$ cat src/rtl/hack_pkg.sv
// Shared definitions for the Hack CPU fetch slice: word width and fetch FSM encodings.
package hack_pkg;

  localparam int WORD_W = 16;

  typedef enum logic {
    S_BOOT = 1'b0,
    S_RUN  = 1'b1
  } state_t;

endpackage

$ cat src/rtl/fetch_queue.sv
// Circular prefetch FIFO holding {instruction, address} pairs; flush empties it in one cycle.
module fetch_queue #(
  parameter int ENTRY_W = 32,
  parameter int DEPTH   = 2
) (
  input  logic                       clock,
  input  logic                       reset,
  input  logic                       push,
  input  logic [ENTRY_W-1:0]         push_data,
  input  logic                       pop,
  input  logic                       flush,
  output logic [$clog2(DEPTH):0]     count,
  output logic [ENTRY_W-1:0]         head
);

  localparam int AW = $clog2(DEPTH);
  localparam int CW = AW + 1;

  logic [ENTRY_W-1:0] mem [DEPTH];
  logic [AW-1:0]      rd_ptr;
  logic [AW-1:0]      wr_ptr;

  // DEPTH is a power of two, so pointer wrap is the natural overflow of AW bits
  always_ff @(posedge clock or negedge reset) begin
    if (!reset) begin
      rd_ptr <= '0;
      wr_ptr <= '0;
      count  <= '0;
      for (int i = 0; i < DEPTH; i++) mem[i] <= '0;
    end else if (flush) begin
      rd_ptr <= '0;
      wr_ptr <= '0;
      count  <= '0;
    end else begin
      if (push) begin
        mem[wr_ptr] <= push_data;
        wr_ptr      <= wr_ptr + 1'b1;
      end
      if (pop) rd_ptr <= rd_ptr + 1'b1;
      count <= count + CW'(push) - CW'(pop);
    end
  end

  assign head = mem[rd_ptr];

endmodule

$ cat src/rtl/hack_fetch.sv
// Hack CPU instruction-fetch controller: drives the PC, prefetches from a synchronous ROM,
// and hands instructions downstream over valid/ready. Optional counters: HACK_FETCH_PERF_EN.
module hack_fetch
  import hack_pkg::*;
#(
  parameter int WIDTH = WORD_W,
  parameter int DEPTH = 2
) (
  input  logic             clock,
  input  logic             reset,
  input  logic [WIDTH-1:0] pc_out,
  output logic             pc_reset,
  output logic             pc_load,
  output logic             pc_inc,
  output logic [WIDTH-1:0] pc_in,
  output logic [WIDTH-1:0] imem_addr,
  input  logic [WIDTH-1:0] imem_data,
  input  logic             jmp_valid,
  input  logic [WIDTH-1:0] jmp_target,
  output logic [WIDTH-1:0] instr,
  output logic [WIDTH-1:0] instr_pc,
  output logic             instr_valid,
  input  logic             instr_ready
`ifdef HACK_FETCH_PERF_EN
  ,
  output logic [WIDTH-1:0] fetch_cnt,
  output logic [WIDTH-1:0] flush_cnt
`endif
);

  localparam int CW = $clog2(DEPTH) + 1;

  state_t             state;
  logic               inflight;
  logic [WIDTH-1:0]   inflight_pc;
  logic [CW-1:0]      count;
  logic [2*WIDTH-1:0] head;
  logic               run;
  logic               deq;
  logic               flush;
  logic               push;
  logic               issue;
  logic [CW:0]        occ;

  assign run   = (state == S_RUN);
  assign deq   = instr_valid && instr_ready;
  assign flush = run && jmp_valid;
  assign push  = inflight && !flush;

  // Occupancy after this cycle's dequeue, counting the word still coming back from ROM
  assign occ   = {1'b0, count} + (CW+1)'(inflight) - (CW+1)'(deq);
  assign issue = run && !jmp_valid && (occ < (CW+1)'(DEPTH));

  assign pc_reset  = !run;
  assign pc_load   = flush;
  assign pc_inc    = issue;
  assign pc_in     = flush ? jmp_target : '0;
  assign imem_addr = pc_out;

  always_ff @(posedge clock or negedge reset) begin
    if (!reset) begin
      state       <= S_BOOT;
      inflight    <= 1'b0;
      inflight_pc <= '0;
    end else begin
      if (state == S_BOOT) state <= S_RUN;
      inflight <= issue;
      if (issue) inflight_pc <= pc_out;
    end
  end

  fetch_queue #(
    .ENTRY_W (2*WIDTH),
    .DEPTH   (DEPTH)
  ) u_queue (
    .clock     (clock),
    .reset     (reset),
    .push      (push),
    .push_data ({imem_data, inflight_pc}),
    .pop       (deq),
    .flush     (flush),
    .count     (count),
    .head      (head)
  );

  assign instr_valid = (count != '0);
  assign instr       = head[2*WIDTH-1:WIDTH];
  assign instr_pc    = head[WIDTH-1:0];

`ifdef HACK_FETCH_PERF_EN
  function automatic logic [WIDTH-1:0] sat_inc(input logic [WIDTH-1:0] v);
    return (&v) ? v : v + 1'b1;
  endfunction

  always_ff @(posedge clock or negedge reset) begin
    if (!reset) begin
      fetch_cnt <= '0;
      flush_cnt <= '0;
    end else begin
      if (push)  fetch_cnt <= sat_inc(fetch_cnt);
      if (flush) flush_cnt <= sat_inc(flush_cnt);
    end
  end
`endif

endmodule

$ cat config.mk
export PLATFORM = sky130hd
export DESIGN_NAME = hack_fetch
export DESIGN_NICKNAME = d
export VERILOG_FILES = /design/src/rtl/hack_pkg.sv /design/src/rtl/fetch_queue.sv /design/src/rtl/hack_fetch.sv
export SDC_FILE = /design/constraint.sdc
export NUM_CORES = 1
export LEC_CHECK = 0
export BUFFER_PORTS_ARGS = -buffer_cell sky130_fd_sc_hd__buf_4
export CAP_MARGIN = 20
export CORE_UTILIZATION = 40
export CTS_CLUSTER_DIAMETER = 80
export DETAILED_ROUTE_END_ITERATION = 8
export GPL_TIMING_DRIVEN = 1
export PLACE_DENSITY = 0.75
export SLEW_MARGIN = 5
export SYNTH_ARGS = -nofsm -noshare
export SYNTH_HDL_FRONTEND = slang
export SYNTH_SLANG_ARGS = --single-unit
$ cat constraint.sdc
create_clock -name clock -period 2.8 [get_ports clock]
set_input_delay 0.28 -clock clock [delete_from_list [all_inputs] [get_ports clock]]
set_output_delay 0.28 -clock clock [all_outputs]
set_load 0.02 [all_outputs]
==> PnR_summary.wiki <==
{| class="wikitable"
! Metric !! Value
|-
| Outcome || finished clean
|-
| All-Layer GR Usage || 0.157
|-
| Number of synthesized register bits || 86
|-
| Floorplan row count || 36
|-
| Clk sinks || 86
|-
| Endpoint of the worst-slack reg-to-reg timing path || inflight_pc[10]$_DFFE_PN0P_
|-
| Net Count, Synth || 328
|-
| Total power per unit cell area || 1080 nW/um^2
|-
| Largest net degree at the start of global routing || 87
|-
| Slowest CP cell || sky130_fd_sc_hd__fa_1
|-
| Clock root buffer || sky130_fd_sc_hd__clkbuf_8
|-
| Max H-tree Level || 3
|-
| Worst setup EP type || output pin
|-
| Synth top area cells || sky130_fd_sc_hd__dfrtp_1 54%, sky130_fd_sc_hd__mux2_2 26%, sky130_fd_sc_hd__mux2_4 7.5%, sky130_fd_sc_hd__buf_4 3.5%, sky130_fd_sc_hd__and3_1 2.5%
|-
| Setup Crit Path Kind || register to output pin
|-
| Time the worst path needs with I/O delays and setup || 2.69 ns
|-
| Average wire per standard cell || 15.1 microns
|-
| Detailed-routing iteration count for the pre-antenna-repair pass || 4
|-
| Biggest fanout along the worst timing path || 4
|-
| DRT Wirelength || 7.91 mm
|-
| Top flip-flop cell by instance count after synthesis || sky130_fd_sc_hd__dfrtp_1
|-
| Number of enable flip-flop cells after synthesis || 0
|-
| Setup WS post-layout || 0.110 ns
|-
| Number of diodes || 0
|-
| Vias post-DR || 2480
|-
| Yosys top cell area share || 0.535
|-
| Cell area after layout || 5250 sq um
|-
| R2R setup slack || 0.12 ns
|-
| Number of nets in the final layout || 441
|-
| TritonCTS clock tree || built
|-
| Part of the cycle the worst path needs || 0.961
|-
| Hold path start || imem_data[1]
|-
| Vias in the first global route || 2559
|-
| Clock Tree Buf Depth || 2
|-
| Count of distinct cell types in the synthesized netlist || 23
|-
| Cell Area, Synth || 4020 sq um
|-
| Static leakage power || 2.61 nW
|-
| Starting density of the core || 0.411
|-
| Initial drt markers || 27
|-
| Fillers || 837
|-
| Total count of hold-check failures in the final report || 0
|-
| Max IR drop VDD || 548 uV
|-
| Number of DRC violations after detailed routing || 0
|-
| HPWL after DPL || 5.30 mm
|-
| Endpoints failing setup || 0
|-
| DRT antenna net count || 0
|-
| Synthesis-to-finish area growth || 30.5%
|-
| Horizontal extent of the die || 102 microns
|-
| Die height || 102 microns
|-
| Yosys warnings || 0
|-
| Number of cells traversed by the worst register-to-register path || 11
|-
| Most instantiated cells after synthesis || 92 x sky130_fd_sc_hd__mux2_2, 86 x sky130_fd_sc_hd__dfrtp_1, 20 x sky130_fd_sc_hd__mux2_4
|-
| Relative slew slack || 0.621
|-
| Hold Path Sink || u_queue.mem[17]$_DFFE_PN0P_
|-
| Synth async-reset ratio || 1.00
|-
| Critical Path RT || 2.52 ns
|-
| Post-synth top area cell || sky130_fd_sc_hd__dfrtp_1
|-
| Type of the most critical hold path || input port to register
|-
| Number of top-level pins || 120
|-
| Cell count after synthesis || 272
|-
| Worst setup SP type || register
|-
| Clock transition at the register clock pins on the worst setup and hold paths after CTS || 0.08 ns
|-
| Placed inst area || 4930 sq um
|-
| Placer Congestion || 0.698
|-
| Final setup skew || 0.0110 ns
|-
| Avg Vias per Cell || 4.74
|-
| Worst path arrival time || 2.41 ns
|-
| Max-cap violation count || 0
|-
| CP cell instances || o21a_1, ha_1, inv_2, nand2_2, fa_1, nand2_2, nor3_4, buf_12, buf_6
|-
| Setup slack at placement || 0.285 ns
|-
| Worst Hold Depth || 2
|-
| Total clock buffers created by CTS || 9
|-
| Synth Area per Inst || 14.8 sq um
|-
| Fmax achieved || 372 MHz
|-
| Floorplan die area || 10500 sq um
|-
| Number of antenna violations at the first check in global routing || 0
|-
| Measured slew at the worst slew-check pin || 0.568 ns
|-
| Core area || 9770 sq um
|-
| First-pass GRT wire length || 12.5 mm
|-
| Worst path most repeated cell || sky130_fd_sc_hd__nand2_2
|-
| Share of cells above drive strength 1 || 0.687
|-
| Port bufs || 119
|-
| Critical register-to-register path startpoint || u_queue.count[1]$_DFF_PN0_
|-
| Max Slew Vio Count || 0
|-
| Fraction of the yosys area taken by sequential cells || 0.535
|-
| Delay of the slowest cell on the worst path || 0.50 ns
|-
| Most common cell in the synthesized netlist || sky130_fd_sc_hd__mux2_2
|-
| Critical Path Source || u_queue.count[1]$_DFF_PN0_
|-
| Worst-Skew Late Latency || 0.34 ns
|-
| Total global routing overflow || 0
|}
[critical path, delay by kind of cell (launching register included)]
family	cells	cell delay, ns
fa+ha+maj	2	0.79
flops	1	0.43
simple gates	3	0.33
buf+inv	3	0.32
compound gates	1	0.20
[where the power goes]
part           leakage [nW]  switching (W)  internal, W
sequential             1.07       0.000334      0.00179
combinational          1.42        0.00111      0.00147
clock                 0.116       0.000425     0.000551
total                  2.61        0.00187      0.00382
[logic make-up (layout without fill, tap and decap cells)]
kind of cell	Yosys count	in the layout	share of synthesized area
other cells	1	1	0.000933
buf+inv	36	154	0.0616
fa+ha+maj	4	4	0.0143
flops	86	86	0.535
simple gates	28	28	0.0451
xor+xnor	4	4	0.00871
compound gates	1	1	0.00187
mux	112	112	0.332
[through the flow]
stage / cells / util / hold WS (ns) / TNS [ns] / power (W)
finish: 523 / 0.537 / 0.173 / 0 / 0.00569
global route: 523 / 0.537 / 0.143 / -0.00945 / 0.00605
global placement: 500 / 0.504 / 0.481 / 0 / 0.00462
detailed placement: 500 / 0.504 / 0.487 / 0 / 0.00470
floorplan: 272 / - / -0.0156 / 0 / 0.00383
CTS: 518 / 0.530 / 0.154 / 0 / 0.00573
[state kept, by name, indices dropped and copies added (netlist names)]
signal and cells:
inflight 1, inflight_pc 16, run 1, u_queue.count 2, u_queue.mem 64, u_queue.rd_ptr 1
u_queue.wr_ptr 1
[metal layers]
metal / GRT usage / vias up / routed length, microns / part of all wire
met5: 0 / - / 0 / 0
met4: 0.0495 / 0 / 67 / 0.0085
met3: 0.0376 / 6 / 337 / 0.043
met2: 0.277 / 65 / 4010 / 0.51
met1: 0.190 / 1257 / 3490 / 0.44
li1: - / 1152 / - / -
[final cells by class]
| cell class | instances | area, sq um | share of cell area |
|---|---|---|---|
| multi-input combinational | 150 | 1630 | 0.311 |
| clock inverter | 5 | 81.3 | 0.0155 |
| timing repair buffer | 132 | 1040 | 0.199 |
| tap | 133 | 166 | 0.0317 |
| inverter | 6 | 22.5 | 0.00429 |
| clock buffer | 11 | 151 | 0.0288 |
| sequential | 86 | 2150 | 0.410 |
[how the worst max path moves through the flow]
stage                                       end  cells past startpoint
floorplan           inflight_pc[10]$_DFFE_PN0P_                      9
global placement    inflight_pc[11]$_DFFE_PN0P_                      9
CTS                                      pc_inc                      9
global route                             pc_inc                      9
finish                                   pc_inc                      9
detailed placement   inflight_pc[4]$_DFFE_PN0P_                      9
[layout by cell type (no fill, tap or decap)]
cell type / synthesis / layout
sky130_fd_sc_hd__and2_1: 2 / 2
sky130_fd_sc_hd__xor2_1: 1 / 1
sky130_fd_sc_hd__clkinv_4: 0 / 1
sky130_fd_sc_hd__buf_16: 0 / 1
sky130_fd_sc_hd__buf_4: 19 / 127
sky130_fd_sc_hd__nor3b_4: 1 / 1
sky130_fd_sc_hd__buf_12: 0 / 2
sky130_fd_sc_hd__buf_6: 5 / 1
sky130_fd_sc_hd__dfrtp_1: 86 / 85
sky130_fd_sc_hd__nand2_2: 1 / 3
sky130_fd_sc_hd__nand3_2: 0 / 1
sky130_fd_sc_hd__nor2_1: 3 / 3
sky130_fd_sc_hd__dfrtp_2: 0 / 1
sky130_fd_sc_hd__clkinv_2: 0 / 1
sky130_fd_sc_hd__clkinvlp_4: 0 / 1
sky130_fd_sc_hd__nand2_1: 3 / 1
sky130_fd_sc_hd__inv_1: 5 / 4
sky130_fd_sc_hd__and3_1: 16 / 16
sky130_fd_sc_hd__nor3_4: 1 / 1
sky130_fd_sc_hd__bufinv_16: 0 / 2
sky130_fd_sc_hd__mux2_2: 92 / 92
sky130_fd_sc_hd__fa_1: 1 / 1
sky130_fd_sc_hd__o21a_1: 1 / 1
sky130_fd_sc_hd__clkbuf_8: 0 / 11
sky130_fd_sc_hd__conb_1: 1 / 1
sky130_fd_sc_hd__inv_2: 1 / 2
sky130_fd_sc_hd__mux2_4: 20 / 20
sky130_fd_sc_hd__xnor2_1: 3 / 3
sky130_fd_sc_hd__dlygate4sd3_1: 0 / 1
sky130_fd_sc_hd__ha_1: 3 / 3
[repair_timing]
item | CTS | global route
pin swaps | 0 | 2
setup buffers | 2 | 3
endpoints found under the hold margin | 0 | 35
gates resized for setup | 0 | 5
endpoints found under the setup margin | 1 | 1
hold buffers | 0 | 1
No activity file was read; power rests on OpenSTA's default activity.
